$ cat config.mk
export PLATFORM = sky130hd
export DESIGN_NAME = ddr_request_arbiter
export DESIGN_NICKNAME = d
export VERILOG_FILES = /design/src/rtl/ddr_request_arbiter.sv
export SDC_FILE = /design/constraint.sdc
export NUM_CORES = 1
export LEC_CHECK = 0
export CORE_ASPECT_RATIO = 0.8
export CORE_MARGIN = 2
export CORE_UTILIZATION = 47
export CTS_CLUSTER_SIZE = 14
export DETAILED_ROUTE_END_ITERATION = 8
export PLACE_DENSITY = 0.78
export SETUP_SLACK_MARGIN = 0.05
export SLEW_MARGIN = 30
export SYNTH_ARGS = -nofsm -noshare
export SYNTH_HDL_FRONTEND = slang
export SYNTH_SLANG_ARGS = --single-unit
$ cat constraint.sdc
create_clock -name clk25 -period 6.84 [get_ports clk25]
set_clock_uncertainty 0.15 [all_clocks]
set_input_delay 0.684 -clock clk25 [delete_from_list [all_inputs] [get_ports clk25]]
set_output_delay 0.684 -clock clk25 [all_outputs]
set_load 0.1 [all_outputs]
$ cat src/rtl/ddr_request_arbiter.sv
// Arbitrates VGA line fetches (high priority) and draw-engine pixel writes into one DDR command stream.
// Define ARB_PERF_EN to build the backpressure stall counter on stall_count.
module ddr_request_arbiter #(
   parameter int H_RES     = 640,
   parameter int V_RES     = 480,
   parameter int BURST_LEN = 8,
   parameter int ROW_BITS  = 13,
   parameter int COL_BITS  = 10
) (
   input  logic                clk25,
   input  logic                rst,
   input  logic                init_done,
   input  logic                fetch_req,
   input  logic [8:0]          fetch_line,
   output logic                fetch_busy,
   output logic                fetch_overrun,
   input  logic                wr_valid,
   input  logic [9:0]          wr_x,
   input  logic [8:0]          wr_y,
   input  logic [15:0]         wr_data,
   output logic                wr_ready,
   output logic                ddr_cmd_valid,
   input  logic                ddr_cmd_ready,
   output logic                ddr_cmd_write,
   output logic [1:0]          ddr_ba,
   output logic [ROW_BITS-1:0] ddr_row,
   output logic [COL_BITS-1:0] ddr_col,
   output logic [15:0]         ddr_wdata,
   output logic [15:0]         stall_count
);
   localparam int              ADDR_W  = 19;
   localparam int              N_BURST = H_RES / BURST_LEN;
   localparam logic [9:0]      H_LIM   = 10'(H_RES);
   localparam logic [8:0]      V_LIM   = 9'(V_RES);
   localparam logic [6:0]      K_LAST  = 7'(N_BURST - 1);
   localparam logic [ADDR_W-1:0] A_STEP = ADDR_W'(BURST_LEN);

   typedef enum logic [1:0] {S_IDLE, S_FETCH, S_WRITE} state_t;

   state_t              r_state;
   logic                r_pending;
   logic                r_busy;
   logic                r_overrun;
   logic [8:0]          r_line;
   logic [6:0]          r_k;
   logic [ADDR_W-1:0]   r_addr;
   logic                r_valid;
   logic                r_write;
   logic [15:0]         r_wdata;
   logic                r_wr_ready;

   logic                w_line_ok;
   logic                w_wr_in_range;
   logic                w_start_fetch;
   logic                w_accept;
   logic [ADDR_W-1:0]   w_line_addr;
   logic [ADDR_W-1:0]   w_wr_addr;

   // y*640 built as y*512 + y*128
   assign w_line_addr   = ({10'd0, r_line} << 9) + ({10'd0, r_line} << 7);
   assign w_wr_addr     = ({10'd0, wr_y} << 9) + ({10'd0, wr_y} << 7) + {9'd0, wr_x};
   assign w_line_ok     = fetch_line < V_LIM;
   assign w_wr_in_range = (wr_x < H_LIM) && (wr_y < V_LIM);
   assign w_start_fetch = (r_state == S_IDLE) && init_done && r_pending;
   assign w_accept      = r_valid && ddr_cmd_ready;

   always_ff @(posedge clk25 or posedge rst) begin
      if (rst) begin
         r_state    <= S_IDLE;
         r_pending  <= 1'b0;
         r_busy     <= 1'b0;
         r_overrun  <= 1'b0;
         r_line     <= '0;
         r_k        <= '0;
         r_addr     <= '0;
         r_valid    <= 1'b0;
         r_write    <= 1'b0;
         r_wdata    <= '0;
         r_wr_ready <= 1'b0;
      end else begin
         r_wr_ready <= 1'b0;

         // A repeat request may still retarget a fetch that has not been launched yet.
         if (fetch_req && w_line_ok) begin
            if (r_busy) begin
               r_overrun <= 1'b1;
               if (r_pending && !w_start_fetch)
                  r_line <= fetch_line;
            end else begin
               r_line    <= fetch_line;
               r_pending <= 1'b1;
               r_busy    <= 1'b1;
            end
         end

         case (r_state)
            S_IDLE: begin
               if (w_start_fetch) begin
                  r_pending <= 1'b0;
                  r_addr    <= w_line_addr;
                  r_write   <= 1'b0;
                  r_k       <= '0;
                  r_valid   <= 1'b1;
                  r_state   <= S_FETCH;
               end else if (wr_valid && !r_wr_ready) begin
                  // The ready pulse just issued still belongs to the previous write.
                  if (!w_wr_in_range) begin
                     r_wr_ready <= 1'b1;
                  end else if (init_done) begin
                     r_addr  <= w_wr_addr;
                     r_wdata <= wr_data;
                     r_write <= 1'b1;
                     r_valid <= 1'b1;
                     r_state <= S_WRITE;
                  end
               end
            end
            S_FETCH: begin
               if (w_accept) begin
                  if (r_k == K_LAST) begin
                     r_valid <= 1'b0;
                     r_busy  <= 1'b0;
                     r_state <= S_IDLE;
                  end else begin
                     r_k     <= r_k + 7'd1;
                     r_addr  <= r_addr + A_STEP;
                     r_valid <= init_done;
                  end
               end else if (!r_valid && init_done) begin
                  r_valid <= 1'b1;
               end
            end
            S_WRITE: begin
               if (w_accept) begin
                  r_valid    <= 1'b0;
                  r_wr_ready <= 1'b1;
                  r_state    <= S_IDLE;
               end
            end
            default: r_state <= S_IDLE;
         endcase
      end
   end

   assign fetch_busy    = r_busy;
   assign fetch_overrun = r_overrun;
   assign wr_ready      = r_wr_ready;
   assign ddr_cmd_valid = r_valid;
   assign ddr_cmd_write = r_write;
   assign ddr_wdata     = r_wdata;
   assign ddr_col       = r_addr[COL_BITS-1:0];
   assign ddr_ba        = r_addr[COL_BITS+1:COL_BITS];
   assign ddr_row       = ROW_BITS'(r_addr[ADDR_W-1:COL_BITS+2]);

`ifdef ARB_PERF_EN
   logic [15:0] r_stall;

   always_ff @(posedge clk25 or posedge rst) begin
      if (rst)
         r_stall <= '0;
      else if (r_valid && !ddr_cmd_ready && (r_stall != 16'hFFFF))
         r_stall <= r_stall + 16'd1;
   end

   assign stall_count = r_stall;
`else
   assign stall_count = 16'd0;
`endif

endmodule
==> results.cfg <==
[cells_and_area]
final_nets = 593
final_area_um2 = 5240
drive_above_1_share = 0.112
fillers = 717
synthToLayoutAreaGrowth_pct = 26.6
final_util = 0.615
n_antenna_cell = 0

[critical_path]
reg2reg_from = r_state[1]
crit_fanout = 3
cp_slowest_cell = fa_1
critPathMaxStageDelay_ns = 0.54
endpoint_kind = register
r2r_slack_ns = 4.22
r2r_end = r_k[6]
path_cells = clkdlybuf4s50_1, inv_1, fa_1, inv_1, fa_1, a211oi_1, o21bai_1, o31ai_1, a21oi_1, a211o_1
critPathCapture = r_addr[18]
reg2reg_depth = 5
start_kind = primary input
cp.arrival_ns = 3.44
crit_type = in -> reg
critPathRequiredTime_ns = 6.91
crit_start = wr_x[9]

[sta]
slew_viol_final = 0
slew-limit-headroom = 0.335
worst-slew-pin-transition_ns = 0.995
period_share = 0.492
rsz0062_at_grt = no
setup_violations = 0
max_freq_ghz = 0.297
hold_viol = 0
fin_setup_tns_ns = 0
layout_min_cycle_time_ns = 3.37

[drt]
drt-vias-per-instance = 5.86
drt-initial-drc-count = 211
vias = 3696
firstDrtPassIters = 6
antenna_left = 0
wl_mm = 10.8
wl_per_cell_um = 17.0
drc = 0

[yosys]
synth_edf_count = 0
yosys_warnings = 0
avgSynthCellArea_um2 = 9.68
synth_most_common_cell = dfrtp_1
synth_largest_area_cell = dfrtp_1
synth_top_family_by_area = compound AO/OA/AOI/OAI gates
synth_fa_ha_area_frac = 0.0931
yosys-top-cells-count = dfrtp_1 (59), nand2_1 (37), a21oi_1 (28)
synthTopCellsByArea = dfrtp_1 (36%), ha_1 (7.9%), mux2_2 (4.9%), buf_4 (4.0%), a21oi_1 (3.4%)
synth_top_area_share = 0.356
async_flop_share = 1.00
synth_cell_types = 65
synth_cells = 428
yosys.area_share.simple = 0.161
synth_compound_area_frac = 0.209
synth_mux_area_frac = 0.0937
synth_xor_xnor_area_share = 0.0169
ys_seq_elements = 59
ys_seq_area_frac = 0.356
synth-main-ff-cell = dfrtp_1
synth_area_um2 = 4140

[die]
rows = 30
coreArea_um2 = 8520
die_x_um = 109
die_h_um = 88.0
die_area_um2 = 9580
start_util = 0.486
pin_count = 112

[clocking]
cts_buffer_depth = 2
tritoncts = done
clk_latency_ns = 0.34
cts_hold_buffers = 0
cts_resized = 0
path_clk_slew_ns = 0.07
cts_setup_buffers = 0
htree_levels = 3
clock-root-buffer = clkbuf_8
cts-buffers-inserted = 9
clkSinkCount = 59

[power_and_ir_drop]
ir_drop_v = 0.000438
power_leakage_nw = 2.25
power_density_nw_per_um2 = 529

[place]
placed_area_um2 = 5030
port_buffers = 89
dpl.hpwl_mm = 7.89
place_congestion = 0.889

[global_route]
antenna_found_initial = 0
grt_pass1_wl_mm = 17.0
first_global_vias = 3488
grt_max_degree = 59
track_usage = 0.229
grt_overflow = 0

[min_path]
min_path_cells = 1
holdCritPathClass = reg -> reg

[flow_run]
maxCapViolCount = 0

[outcome]
status = finished clean
[through the flow]
step	total power, mW	hold WS [ns]	instances	setup slack, ns
after CTS	2.77	0.317	631	3.48
after global routing	2.90	0.340	631	3.34
final	2.78	0.310	631	3.47
after global placement	2.39	0.289	615	3.20
after detailed placement	2.42	0.297	615	3.15
after floorplan	2.02	0.317	449	3.88
[metal layers]
metal,vias up,share of wire,GRT usage
li1,1730,-,-
met1,1758,0.44,0.311
met5,-,0,0
met2,195,0.46,0.359
met3,13,0.093,0.0759
met4,0,0.011,0.0490
[area by class of cell]
class | count | area (um2) | share of cell area
Sequential cell | 59 | 1480 | 0.282
Inverter | 12 | 45.0 | 0.00859
Clock inverter | 3 | 45.0 | 0.00859
Clock buffer | 13 | 169 | 0.0322
Tap cell | 112 | 140 | 0.0267
Timing Repair Buffer | 91 | 906 | 0.173
Multi-Input combinational cell | 341 | 2460 | 0.469
[cell usage in the layout (no fill, tap or decap), types with 3 or more instances in the layout]
master and n:
fa_1 3, nor2_1 24, and3_1 4, xor2_1 4, o31ai_1 7, nand3_1 23, a21oi_1 28, conb_1 22
dfrtp_1 59, a31oi_1 13, a21o_1 9, nand4_1 6, mux2i_1 5, or3_1 5, ha_1 26, nor3_1 4
o21ai_0 15, and2_1 3, clkbuf_8 12, mux2_4 9, o21a_1 3, a41oi_1 5, a211o_1 3, mux2_2 18
nor4_1 3, inv_1 11, nand2_1 37, clkdlybuf4s50_1 89, xnor2_1 4, a211oi_1 12, o22ai_1 3, o21bai_1 3
nand2b_1 4
[power breakdown]
group	internal [mW]	leakage, nW	switching, mW	total (mW)
combinational	0.514	1.45	1.27	1.78
clock	0.198	0.102	0.140	0.339
sequential	0.499	0.708	0.155	0.654
[sequential cells by signal, summed over array words and instances (netlist names)]
name,cells
ddr_cmd_valid,1
ddr_cmd_write,1
ddr_wdata,16
fetch_busy,1
fetch_overrun,1
r_addr,19
r_k,7
r_line,9
r_pending,1
r_state,2
wr_ready,1
[worst max-delay path, delay by kind of cell]
| kind | cells | cell delay (ns) |
|---|---|---|
| AO/OA/AOI/OAI | 5 | 1.08 |
| buffers and inverters | 3 | 0.65 |
| adder cells (fa/ha/maj) | 2 | 1.02 |
[worst min path at each step]
stage | start | to | slack, ns
2_1_floorplan | r_k[0] | r_k[0] | 0.32
3_3_place_gp | fetch_overrun | fetch_overrun | 0.29
3_5_place_dp | fetch_overrun | fetch_overrun | 0.30
4_1_cts | fetch_overrun | fetch_overrun | 0.32
5_1_grt | rst | ddr_wdata[10] | 0.34
6_report | fetch_overrun | fetch_overrun | 0.31
[cell families after synthesis]
logic type / Yosys count
AOI/OAI and AO/OA: 123
muxes: 32
other: 1
buffers and inverters: 49
adders and majority gates: 29
DFF: 59
xor gates and xnor gates: 8
and+or+nand+nor: 127
No activity file was read; power rests on OpenSTA's default activity.
